File: config.mk
export PLATFORM = sky130hd
export DESIGN_NAME = multiport_register_file
export DESIGN_NICKNAME = d
export VERILOG_FILES = /design/src/rtl/regfile_pkg.sv /design/src/rtl/regfile_clear_ctrl.sv /design/src/rtl/multiport_register_file.sv
export SDC_FILE = /design/constraint.sdc
export NUM_CORES = 1
export LEC_CHECK = 0
export ABC_AREA = 1
export CAP_MARGIN = 20
export CELL_PAD_IN_SITES_DETAIL_PLACEMENT = 2
export CELL_PAD_IN_SITES_GLOBAL_PLACEMENT = 2
export CORE_UTILIZATION = 38
export CTS_CLUSTER_DIAMETER = 100
export DETAILED_ROUTE_END_ITERATION = 6
export PLACE_DENSITY = 0.91
export SKIP_LAST_GASP = 1
export SYNTH_ARGS = -nofsm -noshare
export SYNTH_HDL_FRONTEND = slang
export SYNTH_SLANG_ARGS = --single-unit
File: constraint.sdc
create_clock -name clk -period 5.06 [get_ports clk]
set_input_delay 1.012 -clock clk [delete_from_list [all_inputs] [get_ports clk]]
set_output_delay 1.012 -clock clk [all_outputs]
set_load 0.05 [all_outputs]
File: src/rtl/regfile_pkg.sv
// Shared definitions for the multiport register file:
// default geometry constants and the clear-sequencer state encoding.
// Optional feature macro: REGFILE_BYPASS_EN (write-to-read forwarding).
package regfile_pkg;

    localparam int DEF_WIDTH    = 32;
    localparam int DEF_DEPTH    = 8;
    localparam int DEF_RD_PORTS = 2;

    // Legacy-compatible state codes; the enum below is built from them
    localparam logic [0:0] S_IDLE  = 1'b0;
    localparam logic [0:0] S_CLEAR = 1'b1;

    typedef enum logic [0:0] {
        IDLE  = S_IDLE,
        CLEAR = S_CLEAR
    } clrState_e;

endpackage

File: src/rtl/regfile_clear_ctrl.sv
// Clear sequencer and write-legality logic for the register file.
// Walks clrCnt over every register after reset or on clr_req, decides
// whether a requested write may reach the array, and raises a one-cycle
// wr_err pulse for any write that is dropped.
// The current FSM state is exported on clrState for observation.
module regfile_clear_ctrl
    import regfile_pkg::*;
#(
    parameter int DEPTH    = DEF_DEPTH,
    parameter int ZERO_REG = 0,
    parameter int ADDR_W   = $clog2(DEPTH)
) (
    input  logic              clk,
    input  logic              rst_n,
    input  logic              we,
    input  logic [ADDR_W-1:0] waddr,
    input  logic              clr_req,
    output clrState_e         clrState,
    output logic [ADDR_W-1:0] clrCnt,
    output logic              wrEn,
    output logic              wrErr
);

    clrState_e state;
    logic      inClear;
    logic      zeroHit;

    assign inClear  = (state == CLEAR);
    assign zeroHit  = (ZERO_REG != 0) && (waddr == '0);
    assign wrEn     = we && !inClear && !zeroHit;
    assign clrState = state;

    // Clear FSM and counter; reset parks in CLEAR so the array gets initialised
    always_ff @(posedge clk or negedge rst_n) begin
        if (!rst_n) begin
            state  <= CLEAR;
            clrCnt <= '0;
        end else if (state == IDLE) begin
            if (clr_req) begin
                state  <= CLEAR;
                clrCnt <= '0;
            end
        end else begin
            // clr_req is ignored here: the sweep always runs to completion
            if (clrCnt == ADDR_W'(DEPTH - 1)) begin
                state <= IDLE;
            end
            clrCnt <= clrCnt + 1'b1;
        end
    end

    // One-cycle error pulse for writes dropped by a clear or the hardwired zero
    always_ff @(posedge clk or negedge rst_n) begin
        if (!rst_n) begin
            wrErr <= 1'b0;
        end else begin
            wrErr <= we && (inClear || zeroHit);
        end
    end

endmodule

File: src/rtl/multiport_register_file.sv
// Multiport register file: one write port, RD_PORTS combinational read ports.
// Holds the storage array, the read muxes and the optional forwarding path;
// sequencing of the clear sweep lives in regfile_clear_ctrl.
// Optional feature macro: REGFILE_BYPASS_EN -- when defined, a legal write
// is forwarded to any read port addressing the same register in that cycle.
module multiport_register_file
    import regfile_pkg::*;
#(
    parameter int WIDTH    = DEF_WIDTH,
    parameter int DEPTH    = DEF_DEPTH,
    parameter int RD_PORTS = DEF_RD_PORTS,
    parameter int ZERO_REG = 0,
    localparam int ADDR_W  = $clog2(DEPTH)
) (
    input  logic                       clk,
    input  logic                       rst_n,
    input  logic                       we,
    input  logic [ADDR_W-1:0]          waddr,
    input  logic [WIDTH-1:0]           wdata,
    input  logic [RD_PORTS*ADDR_W-1:0] raddr,
    output logic [RD_PORTS*WIDTH-1:0]  rdata,
    input  logic                       clr_req,
    output logic                       busy,
    output logic                       wr_err
);

    logic [WIDTH-1:0]  mem [DEPTH];
    clrState_e         clrState;
    logic [ADDR_W-1:0] clrCnt;
    logic              wrEn;

    regfile_clear_ctrl #(
        .DEPTH    (DEPTH),
        .ZERO_REG (ZERO_REG),
        .ADDR_W   (ADDR_W)
    ) uClearCtrl (
        .clk      (clk),
        .rst_n    (rst_n),
        .we       (we),
        .waddr    (waddr),
        .clr_req  (clr_req),
        .clrState (clrState),
        .clrCnt   (clrCnt),
        .wrEn     (wrEn),
        .wrErr    (wr_err)
    );

    assign busy = (clrState == CLEAR);

    // Storage update: the clear sweep owns the array while busy, otherwise legal writes land
    always_ff @(posedge clk) begin
        if (busy) begin
            mem[clrCnt] <= '0;
        end else if (wrEn) begin
            mem[waddr] <= wdata;
        end
    end

    // Combinational read muxes with optional forwarding and zero masking
    always_comb begin
        logic [ADDR_W-1:0] rdAddr;
        logic [WIDTH-1:0]  rdWord;
        rdata  = '0;
        rdAddr = '0;
        rdWord = '0;
        for (int i = 0; i < RD_PORTS; i++) begin
            rdAddr = raddr[i*ADDR_W +: ADDR_W];
            rdWord = mem[rdAddr];
`ifdef REGFILE_BYPASS_EN
            if (wrEn && (rdAddr == waddr)) begin
                rdWord = wdata;
            end
`endif
            if (busy || ((ZERO_REG != 0) && (rdAddr == '0))) begin
                rdWord = '0;
            end
            rdata[i*WIDTH +: WIDTH] = rdWord;
        end
    end

endmodule

# == Yosys cells after proc, flatten, opt, wreduce, memory -nomap -nowiden ==
# Memory sizes are Yosys's and may differ from the RTL's.
# Cells that the tools add are included.
# Widths: inputs -> output; s select.
# word_totals
ram_bits,256
elab_cells,26
out_inout_bits,66
ff_bits,5
inputBits,45
n_memories,1
# classes
add_sub_neg,1
n_mux,15
n_reduce_logical,5
eq_ne,1
# mem_list
memory,words,width,rd,rd_ports_with_merged_regs,wr,line_no,text
mem,8,32,2,0,1,multiport_register_file.sv:27,logic [WIDTH-1:0] mem [DEPTH];
# ops
op,count
$mux 32,3
$reduce_or 32->1,1
$mux 1,9
$mux 3,3
$add 3x1->3 const B,1
$eq 3x3->1 const B,1
$logic_and 1x1->1,2
$reduce_bool 2->1,1
$logic_not 1->1,1

# == Logic depth before layout (Yosys ltp) ==
# Gate-level depths: netlist of the first run.
# logic_depth
ltp_word,7
ltp_mapped,8

# == By module ==
# Synthesis of the first run repeated with hierarchy kept, for this count alone.
# hier_totals
cells_unflattened,1828
area_unflattened_um2,14263.7
# modules_own_cells
mod,area_each_um2,n_inst,cells_each,seq_area_each_um2
multiport_register_file,14042.2,1,1803,7687.4
regfile_clear_ctrl,221.5,1,25,126.4

# == Worst setup path before layout of the first run ==
# Ideal clock, no wire load.
# synth_timing
path_kind,input -> output
start,in raddr[1]
end,out rdata[21]
path_slack_ps,1794
arrival_time_ps,2254
path_buffers,1
required_ps,4048
path_stages,6
path_cell_list,inv_2 clkbuf_1 nand3_1 nand2_1 nor2_1 nor2_1
# synth_between
elab_chain_len,2
# synth_lines
item,line_no,text
start: declaration,multiport_register_file.sv:20,"input logic [RD_PORTS*ADDR_W-1:0] raddr,"
$mem_v2 8x32,-,
$mux 32,multiport_register_file.sv:74,if (busy || ((ZERO_REG != 0) && (rdAddr == '0))) begin
end: declaration,multiport_register_file.sv:21,"output logic [RD_PORTS*WIDTH-1:0] rdata,"
# Every way passes these cells.

# == Worst setup path in the final report of the first run ==
# layout_timing
start,in raddr[0]
end,out rdata[26]
# The elaborated chain is that of the path after synthesis.

==> flow_results.xml, run 1 <==
<?xml version="1.0" encoding="UTF-8"?>
<metrics>
  <group name="run_status">
    <metric name="outcome" unit="">complete, no violations</metric>
  </group>
  <group name="global_route">
    <metric name="antenna_found_initial" unit="">1</metric>
    <metric name="grt_max_degree" unit="">125</metric>
    <metric name="global_route.usage.total" unit="">0.3206</metric>
    <metric name="grt.overflow.total" unit="">0</metric>
    <metric name="vias_in_the_first_global_route" unit="">15052</metric>
    <metric name="grt_pass1_wl" unit="mm">92.37</metric>
  </group>
  <group name="power_and_ir_drop">
    <metric name="p_total" unit="mW">9.456</metric>
    <metric name="power_density" unit="nW/um^2">561.9</metric>
    <metric name="ir_drop" unit="mV">0.3233</metric>
    <metric name="power.leakage" unit="nW">7.858</metric>
  </group>
  <group name="sta">
    <metric name="finClkSkew" unit="ns">0.009781</metric>
    <metric name="unrepaired_setup_endpoints_after_global_routing" unit="">no</metric>
    <metric name="finalMaxSlewViolations" unit="">0</metric>
    <metric name="setup-tns-final" unit="ns">0</metric>
    <metric name="setup_failing_eps_final" unit="">0</metric>
    <metric name="final_critical_path_setup_slack" unit="ns">0.6390</metric>
    <metric name="max_freq" unit="GHz">0.2262</metric>
    <metric name="finalHoldViolCount" unit="">0</metric>
    <metric name="period_share" unit="">0.8737</metric>
    <metric name="worst-slew-pin-transition" unit="ns">1.176</metric>
    <metric name="relSlewSlack" unit="">0.2163</metric>
    <metric name="final_critical_path_required_period" unit="ns">4.421</metric>
  </group>
  <group name="setup_path">
    <metric name="critical_path_arrival" unit="ns">3.41</metric>
    <metric name="worstPathRequired" unit="ns">4.05</metric>
    <metric name="setup.worst_path.class" unit="">input port to output pin</metric>
    <metric name="critical-path-slowest-cell" unit="">sky130_fd_sc_hd__buf_4</metric>
    <metric name="library_cell_appearing_most_often_on_the_critical_path" unit="">sky130_fd_sc_hd__buf_4</metric>
    <metric name="cpPeakStageDelay" unit="ns">0.96</metric>
    <metric name="cells_along_the_critical_path" unit="">buf_4 -&gt; buf_4 -&gt; nand2_1 -&gt; nand3_1 -&gt; nand2_1 -&gt; nor2_1 -&gt; nor2_1 -&gt; buf_4</metric>
    <metric name="crit_path_end_kind" unit="">output pin</metric>
    <metric name="crit_path_max_fanout" unit="">91</metric>
    <metric name="critical_path.startpoint_type" unit="">input port</metric>
  </group>
  <group name="synth">
    <metric name="yosys_warnings" unit="">0</metric>
    <metric name="synth_area_leader_cell" unit="">sky130_fd_sc_hd__edfxtp_1</metric>
    <metric name="synth_largest_type_area_fraction" unit="">0.5400</metric>
    <metric name="yosys.cell_count.top_type" unit="">sky130_fd_sc_hd__nand2_1</metric>
    <metric name="synth-seq-area-share" unit="">0.5489</metric>
    <metric name="synthesized_area" unit="um^2">14230</metric>
    <metric name="synthesis.instances" unit="">1819</metric>
    <metric name="synth-async-reset-ratio" unit="">0.01916</metric>
    <metric name="unique_masters_post_synth" unit="">17</metric>
    <metric name="syn_avg_cell_area" unit="um^2">7.826</metric>
    <metric name="most_area_consuming_cells_after_synthesis" unit="">sky130_fd_sc_hd__edfxtp_1 (54%), sky130_fd_sc_hd__nand2_1 (17%), sky130_fd_sc_hd__nand3_1 (11%)</metric>
    <metric name="synth_enable_flop_cells" unit="">256</metric>
    <metric name="ys_dominant_reg_cell" unit="">sky130_fd_sc_hd__edfxtp_1</metric>
    <metric name="postSynthRegisterBits" unit="">261</metric>
    <metric name="yosys-top-cells-count" unit="">sky130_fd_sc_hd__nand2_1 (650), sky130_fd_sc_hd__nand3_1 (320), sky130_fd_sc_hd__inv_1 (295), sky130_fd_sc_hd__edfxtp_1 (256), sky130_fd_sc_hd__nor2_1 (169)</metric>
    <metric name="postSynthNetCount" unit="">1866</metric>
  </group>
  <group name="final_layout">
    <metric name="post_route_cells_drive_above_1_share" unit="">0.08145</metric>
    <metric name="area.growth.synth_to_final" unit="%">18.23</metric>
    <metric name="layout.filler_cells" unit="">4017</metric>
    <metric name="design.final.nets" unit="">1928</metric>
    <metric name="multiInputGateArea" unit="um^2">4812</metric>
    <metric name="seqCellArea" unit="um^2">7814</metric>
  </group>
  <group name="clock_network">
    <metric name="h_tree_lvls" unit="">1</metric>
    <metric name="cts.sinks" unit="">261</metric>
    <metric name="cts-resized-gates" unit="">0</metric>
    <metric name="ctsHoldBuffers" unit="">0</metric>
    <metric name="clk_transition_reported_paths" unit="ns">0.06</metric>
    <metric name="clock_latency" unit="ns">0.56</metric>
    <metric name="clock_tree_from_tritoncts" unit="">yes</metric>
    <metric name="cts_made_buffers" unit="">31</metric>
    <metric name="clockBufferDepth" unit="">3</metric>
    <metric name="cts_post_setup_buffers_inserted" unit="">0</metric>
    <metric name="cts.root.buffer_cell" unit="">sky130_fd_sc_hd__clkbuf_16</metric>
  </group>
  <group name="place">
    <metric name="dp_worst_setup_slack" unit="ns">0.7785</metric>
    <metric name="io_buffer_count" unit="">110</metric>
    <metric name="detailedPlacementHpwl" unit="mm">33.32</metric>
    <metric name="gpl.final_weighted_congestion" unit="">0.7582</metric>
  </group>
  <group name="die">
    <metric name="number_of_rows_in_the_core_area" unit="">70</metric>
    <metric name="ioPinCount" unit="">111</metric>
    <metric name="core_region_area" unit="um^2">36700</metric>
    <metric name="die_width" unit="um">195.5</metric>
    <metric name="die-area" unit="um^2">38240</metric>
    <metric name="chipHeight" unit="um">195.5</metric>
    <metric name="initial_core_util" unit="">0.3879</metric>
  </group>
  <group name="routing">
    <metric name="dr_total_vias" unit="">13171</metric>
    <metric name="drt_first_iter_violations" unit="">968</metric>
    <metric name="drt_first_pass_iters" unit="">5</metric>
    <metric name="routed_wirelength" unit="mm">60.66</metric>
    <metric name="wl_per_cell" unit="um">25.57</metric>
    <metric name="routed_via_density" unit="">5.553</metric>
    <metric name="antenna_violating_nets_post_route" unit="">0</metric>
    <metric name="route.detailed.drc" unit="">0</metric>
  </group>
  <group name="min_path">
    <metric name="holdCritPathClass" unit="">register to register</metric>
  </group>
  <group name="job">
    <metric name="max_cap_viol_count" unit="">0</metric>
  </group>
</metrics>
through the flow:
| step | hold slack, ns | instances | util | cell area [um^2] |
|---|---|---|---|---|
| 3_5_place_dp | 0.5504 | 2316 | 0.4311 | 15820 |
| 6_report | 0.5555 | 2372 | 0.4586 | 16830 |
| 4_1_cts | 0.5643 | 2371 | 0.4585 | 16830 |
| 2_1_floorplan | 0.5251 | 1819 | - | 14230 |
| 5_1_grt | 0.5829 | 2371 | 0.4585 | 16830 |
| 3_3_place_gp | 0.5430 | 2315 | 0.4309 | 15810 |
kinds of logic (layout without fill, tap and decap cells):
family | count (synthesis) | after routing | share of synthesized area
adder cells (fa/ha/maj) | 2 | 2 | 0.001758
buffers and inverters | 408 | 492 | 0.1173
other | 0 | 1 | 0
AO/OA/AOI/OAI | 8 | 8 | 0.002812
flip-flops | 261 | 261 | 0.5489
AND/OR/NAND/NOR | 1140 | 1140 | 0.3293
cell type report:
class	count	area share
repair buffers	136	0.08773
clock inverters	19	0.01264
inverters	301	0.06728
multi-input cells	1150	0.2859
well taps	468	0.03479
flip-flops and latches	261	0.4643
diodes	1	0.0001487
clock buffers	36	0.04721
layer usage:
metal | vias up | track usage | share of wire
met2 | 526 | 0.5694 | 0.51
li1 | 5796 | - | -
met4 | 0 | 0.1514 | 0.046
met3 | 191 | 0.04542 | 0.058
met5 | - | 0 | 0
met1 | 6658 | 0.3816 | 0.39
registers in the layout (all words and copies together), names as in the netlist:
signal               cells
mem                    256
uClearCtrl.wrErr         1
uClearCtrl.clrState      1
uClearCtrl.clrCnt        3
report_power, final:
part / switching, mW / internal [mW] / total [mW]
registers: 0.227 / 3.26 / 3.49
logic: 2.72 / 0.907 / 3.63
clock network: 0.972 / 1.36 / 2.34
worst paths after layout:
kind | from | end | slack (ns) | depth (start not counted)
worst max-delay path | raddr[0] | rdata[26] | 0.64 | 8
worst min-delay path | uClearCtrl.clrCnt[2] | uClearCtrl.clrState | 0.56 | 2
worst max register to register | uClearCtrl.clrState | mem[2][15] | 1.88 | 6
worst min register to register | uClearCtrl.clrCnt[2] | uClearCtrl.clrState | 0.56 | 2
max in group asynchronous | rst_n | uClearCtrl.clrState | 4.13 | 1
min in group asynchronous | rst_n | uClearCtrl.clrCnt[0] | 0.67 | 1
cell usage in the layout (no fill, tap or decap), types with 2 or more instances in the layout:
cell / instances
sky130_fd_sc_hd__o21ai_0: 4
sky130_fd_sc_hd__edfxtp_1: 256
sky130_fd_sc_hd__clkdlybuf4s50_1: 41
sky130_fd_sc_hd__buf_12: 29
sky130_fd_sc_hd__clkbuf_1: 5
sky130_fd_sc_hd__inv_1: 295
sky130_fd_sc_hd__clkbuf_16: 31
sky130_fd_sc_hd__dfrtp_1: 4
sky130_fd_sc_hd__bufinv_16: 5
sky130_fd_sc_hd__nor2_1: 161
sky130_fd_sc_hd__nand3_1: 320
sky130_fd_sc_hd__nor2_4: 8
sky130_fd_sc_hd__nand2_1: 650
sky130_fd_sc_hd__o21ai_1: 3
sky130_fd_sc_hd__inv_2: 4
sky130_fd_sc_hd__clkinv_2: 10
sky130_fd_sc_hd__clkinv_1: 6
sky130_fd_sc_hd__buf_2: 4
sky130_fd_sc_hd__ha_1: 2
sky130_fd_sc_hd__buf_4: 62
worst max-delay path: cells and delay by family:
kind	cells	cell delay, ns
buffers and inverters	3	1.58
and+or+nand+nor	5	0.70
Note: power is estimated with default switching activity, not from simulation.
==> inputs of run 2 (changes only) <==
==> constraint.sdc (replaced) <==
create_clock -name clk -period 5.06 [get_ports clk]
set_input_delay 0.759 -clock clk [delete_from_list [all_inputs] [get_ports clk]]
set_output_delay 0.759 -clock clk [all_outputs]
set_load 0.05 [all_outputs]
==> flow_results.xml, run 2 (synthesis results as in run 1) <==
<?xml version="1.0" encoding="UTF-8"?>
<metrics>
  <group name="clock_network">
    <metric name="cts.sinks" unit="">261</metric>
    <metric name="cts_made_buffers" unit="">31</metric>
    <metric name="cts_post_setup_buffers_inserted" unit="">0</metric>
    <metric name="h_tree_lvls" unit="">1</metric>
    <metric name="clockBufferDepth" unit="">3</metric>
    <metric name="cts.root.buffer_cell" unit="">sky130_fd_sc_hd__clkbuf_16</metric>
    <metric name="clock_latency" unit="ns">0.58</metric>
    <metric name="ctsHoldBuffers" unit="">0</metric>
    <metric name="clock_tree_from_tritoncts" unit="">yes</metric>
    <metric name="clk_transition_reported_paths" unit="ns">0.06</metric>
    <metric name="cts-resized-gates" unit="">0</metric>
  </group>
  <group name="routing">
    <metric name="wl_per_cell" unit="um">23.99</metric>
    <metric name="drt_first_iter_violations" unit="">722</metric>
    <metric name="dr.max_layer_used" unit="">met4</metric>
    <metric name="detailroute.wirelength.met2" unit="mm">30.22</metric>
    <metric name="drt_first_pass_iters" unit="">5</metric>
    <metric name="routed_via_density" unit="">5.440</metric>
    <metric name="antenna_violating_nets_post_route" unit="">0</metric>
    <metric name="route.detailed.drc" unit="">0</metric>
    <metric name="met3_wirelength" unit="mm">2.195</metric>
    <metric name="dr_total_vias" unit="">12926</metric>
    <metric name="wirelength_met1" unit="mm">22.85</metric>
    <metric name="routed_wirelength" unit="mm">57.01</metric>
  </group>
  <group name="die">
    <metric name="ioPinCount" unit="">111</metric>
    <metric name="number_of_rows_in_the_core_area" unit="">70</metric>
    <metric name="chipHeight" unit="um">195.5</metric>
    <metric name="initial_core_util" unit="">0.3879</metric>
    <metric name="die_width" unit="um">195.5</metric>
    <metric name="core_region_area" unit="um^2">36700</metric>
    <metric name="die-area" unit="um^2">38240</metric>
  </group>
  <group name="global_route">
    <metric name="grt.overflow.total" unit="">0</metric>
    <metric name="vias_in_the_first_global_route" unit="">14973</metric>
    <metric name="grt_pass1_wl" unit="mm">88.26</metric>
    <metric name="grt_max_degree" unit="">77</metric>
    <metric name="antenna_found_initial" unit="">0</metric>
    <metric name="global_route.usage.total" unit="">0.3044</metric>
  </group>
  <group name="place">
    <metric name="detailedPlacementHpwl" unit="mm">32.87</metric>
    <metric name="place.detailed.instances" unit="">2321</metric>
    <metric name="gpl.final_weighted_congestion" unit="">0.7561</metric>
    <metric name="io_buffer_count" unit="">110</metric>
  </group>
  <group name="setup_path">
    <metric name="setup.worst_path.class" unit="">input port to output pin</metric>
    <metric name="crit_path_max_fanout" unit="">70</metric>
    <metric name="critical_path_arrival" unit="ns">3.38</metric>
    <metric name="worstPathRequired" unit="ns">4.30</metric>
    <metric name="crit_path_end_kind" unit="">output pin</metric>
    <metric name="critical_path.startpoint_type" unit="">input port</metric>
  </group>
  <group name="run_status">
    <metric name="outcome" unit="">complete, no violations</metric>
  </group>
  <group name="final_layout">
    <metric name="post_route_cells_drive_above_1_share" unit="">0.04927</metric>
    <metric name="layout_commonest_cell" unit="">sky130_fd_sc_hd__nand2_1</metric>
    <metric name="area.growth.synth_to_final" unit="%">17.03</metric>
    <metric name="mostFrequentLayoutCells" unit="">sky130_fd_sc_hd__nand2_1 (650), sky130_fd_sc_hd__nand3_1 (320), sky130_fd_sc_hd__inv_1 (295)</metric>
    <metric name="final_cell_count_no_fill" unit="">2376</metric>
    <metric name="reg_top3" unit="">mem x256, uClearCtrl.clrCnt x3</metric>
    <metric name="antenna-diode-count" unit="">0</metric>
    <metric name="max_flop_register" unit="">mem</metric>
    <metric name="design.final.nets" unit="">1933</metric>
    <metric name="largest_register_ff_count" unit="">256</metric>
  </group>
  <group name="sta">
    <metric name="max_freq" unit="GHz">0.2415</metric>
    <metric name="finalMaxSlewViolations" unit="">0</metric>
    <metric name="setup_failing_eps_final" unit="">0</metric>
    <metric name="worst-slew-pin-transition" unit="ns">1.078</metric>
    <metric name="final_critical_path_required_period" unit="ns">4.140</metric>
    <metric name="finClkSkew" unit="ns">0.01088</metric>
    <metric name="unrepaired_setup_endpoints_after_global_routing" unit="">no</metric>
    <metric name="period_share" unit="">0.8183</metric>
    <metric name="setup-tns-final" unit="ns">0</metric>
    <metric name="finalHoldViolCount" unit="">0</metric>
    <metric name="relSlewSlack" unit="">0.2814</metric>
  </group>
  <group name="power_and_ir_drop">
    <metric name="seq_power_share" unit="">0.386</metric>
    <metric name="power.clock.fraction" unit="">0.232</metric>
    <metric name="netSwitchingFraction" unit="">0.4172</metric>
    <metric name="power.leakage" unit="nW">7.640</metric>
    <metric name="cellInternalPower" unit="mW">5.257</metric>
    <metric name="p_total" unit="mW">9.021</metric>
    <metric name="power_density" unit="nW/um^2">541.5</metric>
    <metric name="switchingPower" unit="mW">3.764</metric>
    <metric name="p_comb_frac" unit="">0.382</metric>
    <metric name="ir_drop" unit="mV">0.7290</metric>
  </group>
  <group name="min_path">
    <metric name="holdCritPathClass" unit="">input port to async pin</metric>
  </group>
  <group name="job">
    <metric name="max_cap_viol_count" unit="">0</metric>
  </group>
</metrics>
==> run 2: changes by cell type in the layout (fill, tap and decap cells not counted), moves of 3 or more <==
cell                              previous run  this run
sky130_fd_sc_hd__clkinv_2                   10         7
sky130_fd_sc_hd__bufinv_16                   5         1
sky130_fd_sc_hd__clkdlybuf4s50_1            41       104
sky130_fd_sc_hd__buf_12                     29         7
sky130_fd_sc_hd__clkinv_1                    6         9
sky130_fd_sc_hd__clkinvlp_4                  0         3
sky130_fd_sc_hd__buf_4                      62        26
==> run 2: power groups by stage <==
stage | Sequential, mW | Clock, mW | Combinational, mW
floorplan | 3.45 | 0 | 1.99
global placement | 3.43 | 0 | 3.15
detailed placement | 3.51 | 0 | 3.37
CTS | 3.49 | 2.12 | 3.46
global route | 3.53 | 2.19 | 3.70
finish | 3.48 | 2.09 | 3.45
==> run 2: layer usage <==
metal  track usage  up-vias
li1              -     5814
met1        0.3593     6632
met2        0.5693      361
met3       0.02971      119
met4        0.1111        0
met5             0        -
==> run 2: path summary, 6_finish.rpt <==
kind / from / end / slack (ns) / cells after the start
worst max-delay path: raddr[3] / rdata[58] / 0.92 / 9
worst min-delay path: rst_n / uClearCtrl.clrCnt[0] / 0.42 / 1
worst max register to register: uClearCtrl.clrState / mem[7][15] / 1.86 / 8
worst min register to register: uClearCtrl.clrState / uClearCtrl.wrErr / 0.57 / 2
max in group asynchronous: rst_n / uClearCtrl.clrState / 4.37 / 1
min in group clk: uClearCtrl.clrState / uClearCtrl.wrErr / 0.57 / 2
==> run 2: critical path: stages <==
cell and delay (ns):
sky130_fd_sc_hd__buf_4 0.43, sky130_fd_sc_hd__clkinv_2 0.14, sky130_fd_sc_hd__buf_4 0.39, sky130_fd_sc_hd__nand2_1 0.20, sky130_fd_sc_hd__nand3_1 0.10, sky130_fd_sc_hd__nand3_1 0.14, sky130_fd_sc_hd__nand2_1 0.07, sky130_fd_sc_hd__nor2_1 0.24
sky130_fd_sc_hd__clkdlybuf4s50_1 0.86
==> run 2: metrics by stage <==
step | instance area, um^2 | setup slack, ns | util | hold WS (ns)
3_3_place_gp | 15740 | 1.026 | 0.4289 | 0.5495
3_5_place_dp | 15740 | 0.9629 | 0.4289 | 0.5766
5_1_grt | 16660 | 0.8091 | 0.4540 | 0.4153
4_1_cts | 16660 | 0.9078 | 0.4540 | 0.3977
6_report | 16660 | 0.9196 | 0.4540 | 0.4218
2_1_floorplan | 14230 | 1.930 | - | 0.4634
==> run 2: area by class of cell <==
class	instances	area [um^2]
Timing Repair Buffer	141	1396
Tap cell	468	585.6
Clock inverter	19	123.9
Multi-Input combinational cell	1150	4812
Inverter	301	1134
Clock buffer	36	794.5
Fill cell	4109	20040
Sequential cell	261	7814
==> inputs of run 3 (changes only) <==
Settings changed: CORE_UTILIZATION 38 to 35, PLACE_DENSITY 0.91 to 0.85.
Clock period 5.06 ns to 4.05 ns, I/O delays scaled along.
==> flow_results.xml, run 3 (synthesis results as in run 1) <==
<?xml version="1.0" encoding="UTF-8"?>
<metrics>
  <group name="final_layout">
    <metric name="design.final.nets" unit="">1931</metric>
    <metric name="post_route_cells_drive_above_1_share" unit="">0.08080</metric>
    <metric name="antenna-diode-count" unit="">0</metric>
    <metric name="finish.instance_area" unit="um^2">17430</metric>
    <metric name="reg_top3" unit="">mem x256, uClearCtrl.clrCnt x3</metric>
    <metric name="max_flop_register" unit="">mem</metric>
    <metric name="mostFrequentLayoutCells" unit="">sky130_fd_sc_hd__nand2_1 (650), sky130_fd_sc_hd__nand3_1 (320), sky130_fd_sc_hd__inv_1 (295)</metric>
    <metric name="layout_commonest_cell" unit="">sky130_fd_sc_hd__nand2_1</metric>
    <metric name="largest_register_ff_count" unit="">256</metric>
    <metric name="area.growth.synth_to_final" unit="%">22.47</metric>
  </group>
  <group name="power_and_ir_drop">
    <metric name="power_density" unit="nW/um^2">667.9</metric>
    <metric name="power.leakage" unit="nW">7.973</metric>
    <metric name="ir_drop" unit="mV">0.3873</metric>
    <metric name="p_total" unit="mW">11.64</metric>
  </group>
  <group name="clock_network">
    <metric name="cts.sinks" unit="">261</metric>
    <metric name="ctsHoldBuffers" unit="">0</metric>
    <metric name="clock_latency" unit="ns">0.56</metric>
    <metric name="cts_post_setup_buffers_inserted" unit="">0</metric>
    <metric name="cts-resized-gates" unit="">0</metric>
    <metric name="clockBufferDepth" unit="">3</metric>
    <metric name="clk_transition_reported_paths" unit="ns">0.06</metric>
    <metric name="clock_tree_from_tritoncts" unit="">yes</metric>
    <metric name="h_tree_lvls" unit="">1</metric>
    <metric name="cts_made_buffers" unit="">29</metric>
    <metric name="cts.root.buffer_cell" unit="">sky130_fd_sc_hd__clkbuf_16</metric>
  </group>
  <group name="setup_path">
    <metric name="setup.worst_path.class" unit="">register to output pin</metric>
    <metric name="worst_r2r_endpoint" unit="">mem[7][16]</metric>
    <metric name="worstPathRequired" unit="ns">3.44</metric>
    <metric name="crit_end" unit="">rdata[20]</metric>
    <metric name="worst_setup_path_startpoint" unit="">uClearCtrl.clrState</metric>
    <metric name="crit-reg2reg-launch" unit="">uClearCtrl.clrState</metric>
    <metric name="critical_path_arrival" unit="ns">2.87</metric>
    <metric name="crit_path_end_kind" unit="">output pin</metric>
    <metric name="reg2reg_depth" unit="">8</metric>
    <metric name="crit_path_max_fanout" unit="">35</metric>
    <metric name="critical_path.startpoint_type" unit="">register</metric>
    <metric name="r2r_setup_slack" unit="ns">1.27</metric>
  </group>
  <group name="die">
    <metric name="number_of_rows_in_the_core_area" unit="">73</metric>
    <metric name="chipHeight" unit="um">203.7</metric>
    <metric name="die_width" unit="um">203.7</metric>
    <metric name="initial_core_util" unit="">0.3566</metric>
    <metric name="core_region_area" unit="um^2">39910</metric>
    <metric name="die-area" unit="um^2">41480</metric>
    <metric name="ioPinCount" unit="">111</metric>
  </group>
  <group name="sta">
    <metric name="finClkSkew" unit="ns">0.02808</metric>
    <metric name="final_critical_path_setup_slack" unit="ns">0.5720</metric>
    <metric name="finalMaxSlewViolations" unit="">0</metric>
    <metric name="worst-slew-pin-transition" unit="ns">0.9081</metric>
    <metric name="finalHoldViolCount" unit="">0</metric>
    <metric name="period_share" unit="">0.8588</metric>
    <metric name="final_critical_path_required_period" unit="ns">3.478</metric>
    <metric name="setup_failing_eps_final" unit="">0</metric>
    <metric name="relSlewSlack" unit="">0.3946</metric>
    <metric name="max_freq" unit="GHz">0.2875</metric>
    <metric name="setup-tns-final" unit="ns">0</metric>
    <metric name="unrepaired_setup_endpoints_after_global_routing" unit="">no</metric>
  </group>
  <group name="global_route">
    <metric name="grt_max_degree" unit="">129</metric>
    <metric name="global_route.usage.total" unit="">0.2656</metric>
    <metric name="vias_in_the_first_global_route" unit="">14466</metric>
    <metric name="grt.overflow.total" unit="">0</metric>
    <metric name="grt_pass1_wl" unit="mm">84.21</metric>
    <metric name="antenna_found_initial" unit="">0</metric>
  </group>
  <group name="place">
    <metric name="detailedPlacementHpwl" unit="mm">31.03</metric>
    <metric name="dp_worst_setup_slack" unit="ns">1.114</metric>
    <metric name="io_buffer_count" unit="">110</metric>
    <metric name="postPlaceCellArea" unit="um^2">16530</metric>
    <metric name="gpl.final_weighted_congestion" unit="">0.7633</metric>
  </group>
  <group name="routing">
    <metric name="dr_total_vias" unit="">12761</metric>
    <metric name="route.detailed.drc" unit="">0</metric>
    <metric name="routed_wirelength" unit="mm">54.03</metric>
    <metric name="antenna_violating_nets_post_route" unit="">0</metric>
    <metric name="drt_first_pass_iters" unit="">5</metric>
    <metric name="wl_per_cell" unit="um">22.22</metric>
    <metric name="routed_via_density" unit="">5.249</metric>
    <metric name="drt_first_iter_violations" unit="">683</metric>
  </group>
  <group name="job">
    <metric name="max_cap_viol_count" unit="">0</metric>
  </group>
  <group name="min_path">
    <metric name="holdCritPathClass" unit="">input port to async pin</metric>
  </group>
  <group name="run_status">
    <metric name="outcome" unit="">complete, no violations</metric>
  </group>
</metrics>
-- run 3: changes by cell type in the layout (fill, tap and decap cells not counted), sizes merged --
| cell | before | now |
|---|---|---|
| clkinvlp | 3 | 1 |
| clkbuf | 36 | 39 |
| clkdlybuf4s50 | 104 | 40 |
| bufinv | 1 | 3 |
| buf | 37 | 101 |
| inv | 299 | 301 |
| clkinv | 17 | 10 |
-- run 3: worst max-delay path: stages (launching register included) --
cell	delay [ns]
sky130_fd_sc_hd__dfstp_2	0.42
sky130_fd_sc_hd__inv_2	0.61
sky130_fd_sc_hd__buf_4	0.59
sky130_fd_sc_hd__nand2_1	0.13
sky130_fd_sc_hd__nor2_1	0.35
sky130_fd_sc_hd__buf_12	0.19
-- run 3: power by group --
group	total, mW	switching (mW)	internal [mW]
sequential	4.29	0.228	4.06
combinational	4.74	3.30	1.44
clock	2.61	1.11	1.50
total	11.6	4.64	7.00
-- run 3: area by class of cell --
class	instances	area, um^2
Fill cell	4420	22480
Sequential cell	261	7814
Multi-Input combinational cell	1150	4812
Timing Repair Buffer	141	2112
Inverter	301	1135
Clock buffer	39	763.2
Tap cell	525	656.9
Clock inverter	14	140.1
-- run 3: per-layer routing --
layer,GRT usage,vias up,share of wire
li1,-,5806,-
met1,0.3275,6533,0.42
met2,0.4828,326,0.51
met3,0.02844,96,0.038
met4,0.08271,0,0.026
met5,0,-,0
-- run 3: per-stage QoR --
step,std cells,util,hold slack (ns)
after floorplan,1819,-,0.3119
after global placement,2378,0.4141,0.5412
after detailed placement,2378,0.4141,0.5506
after CTS,2431,0.4368,0.2609
after global routing,2431,0.4368,0.2664
final,2431,0.4368,0.2732
-- run 3: worst min-delay path by stage --
stage / start / end / slack, ns / depth (start not counted)
3_3_place_gp: uClearCtrl.clrState / uClearCtrl.wrErr / 0.54 / 2
4_1_cts: rst_n / uClearCtrl.wrErr / 0.26 / 1
5_1_grt: rst_n / uClearCtrl.wrErr / 0.27 / 1
6_report: rst_n / uClearCtrl.wrErr / 0.27 / 1
3_5_place_dp: uClearCtrl.clrState / uClearCtrl.wrErr / 0.55 / 2
2_1_floorplan: rst_n / uClearCtrl.clrCnt[0] / 0.31 / 0
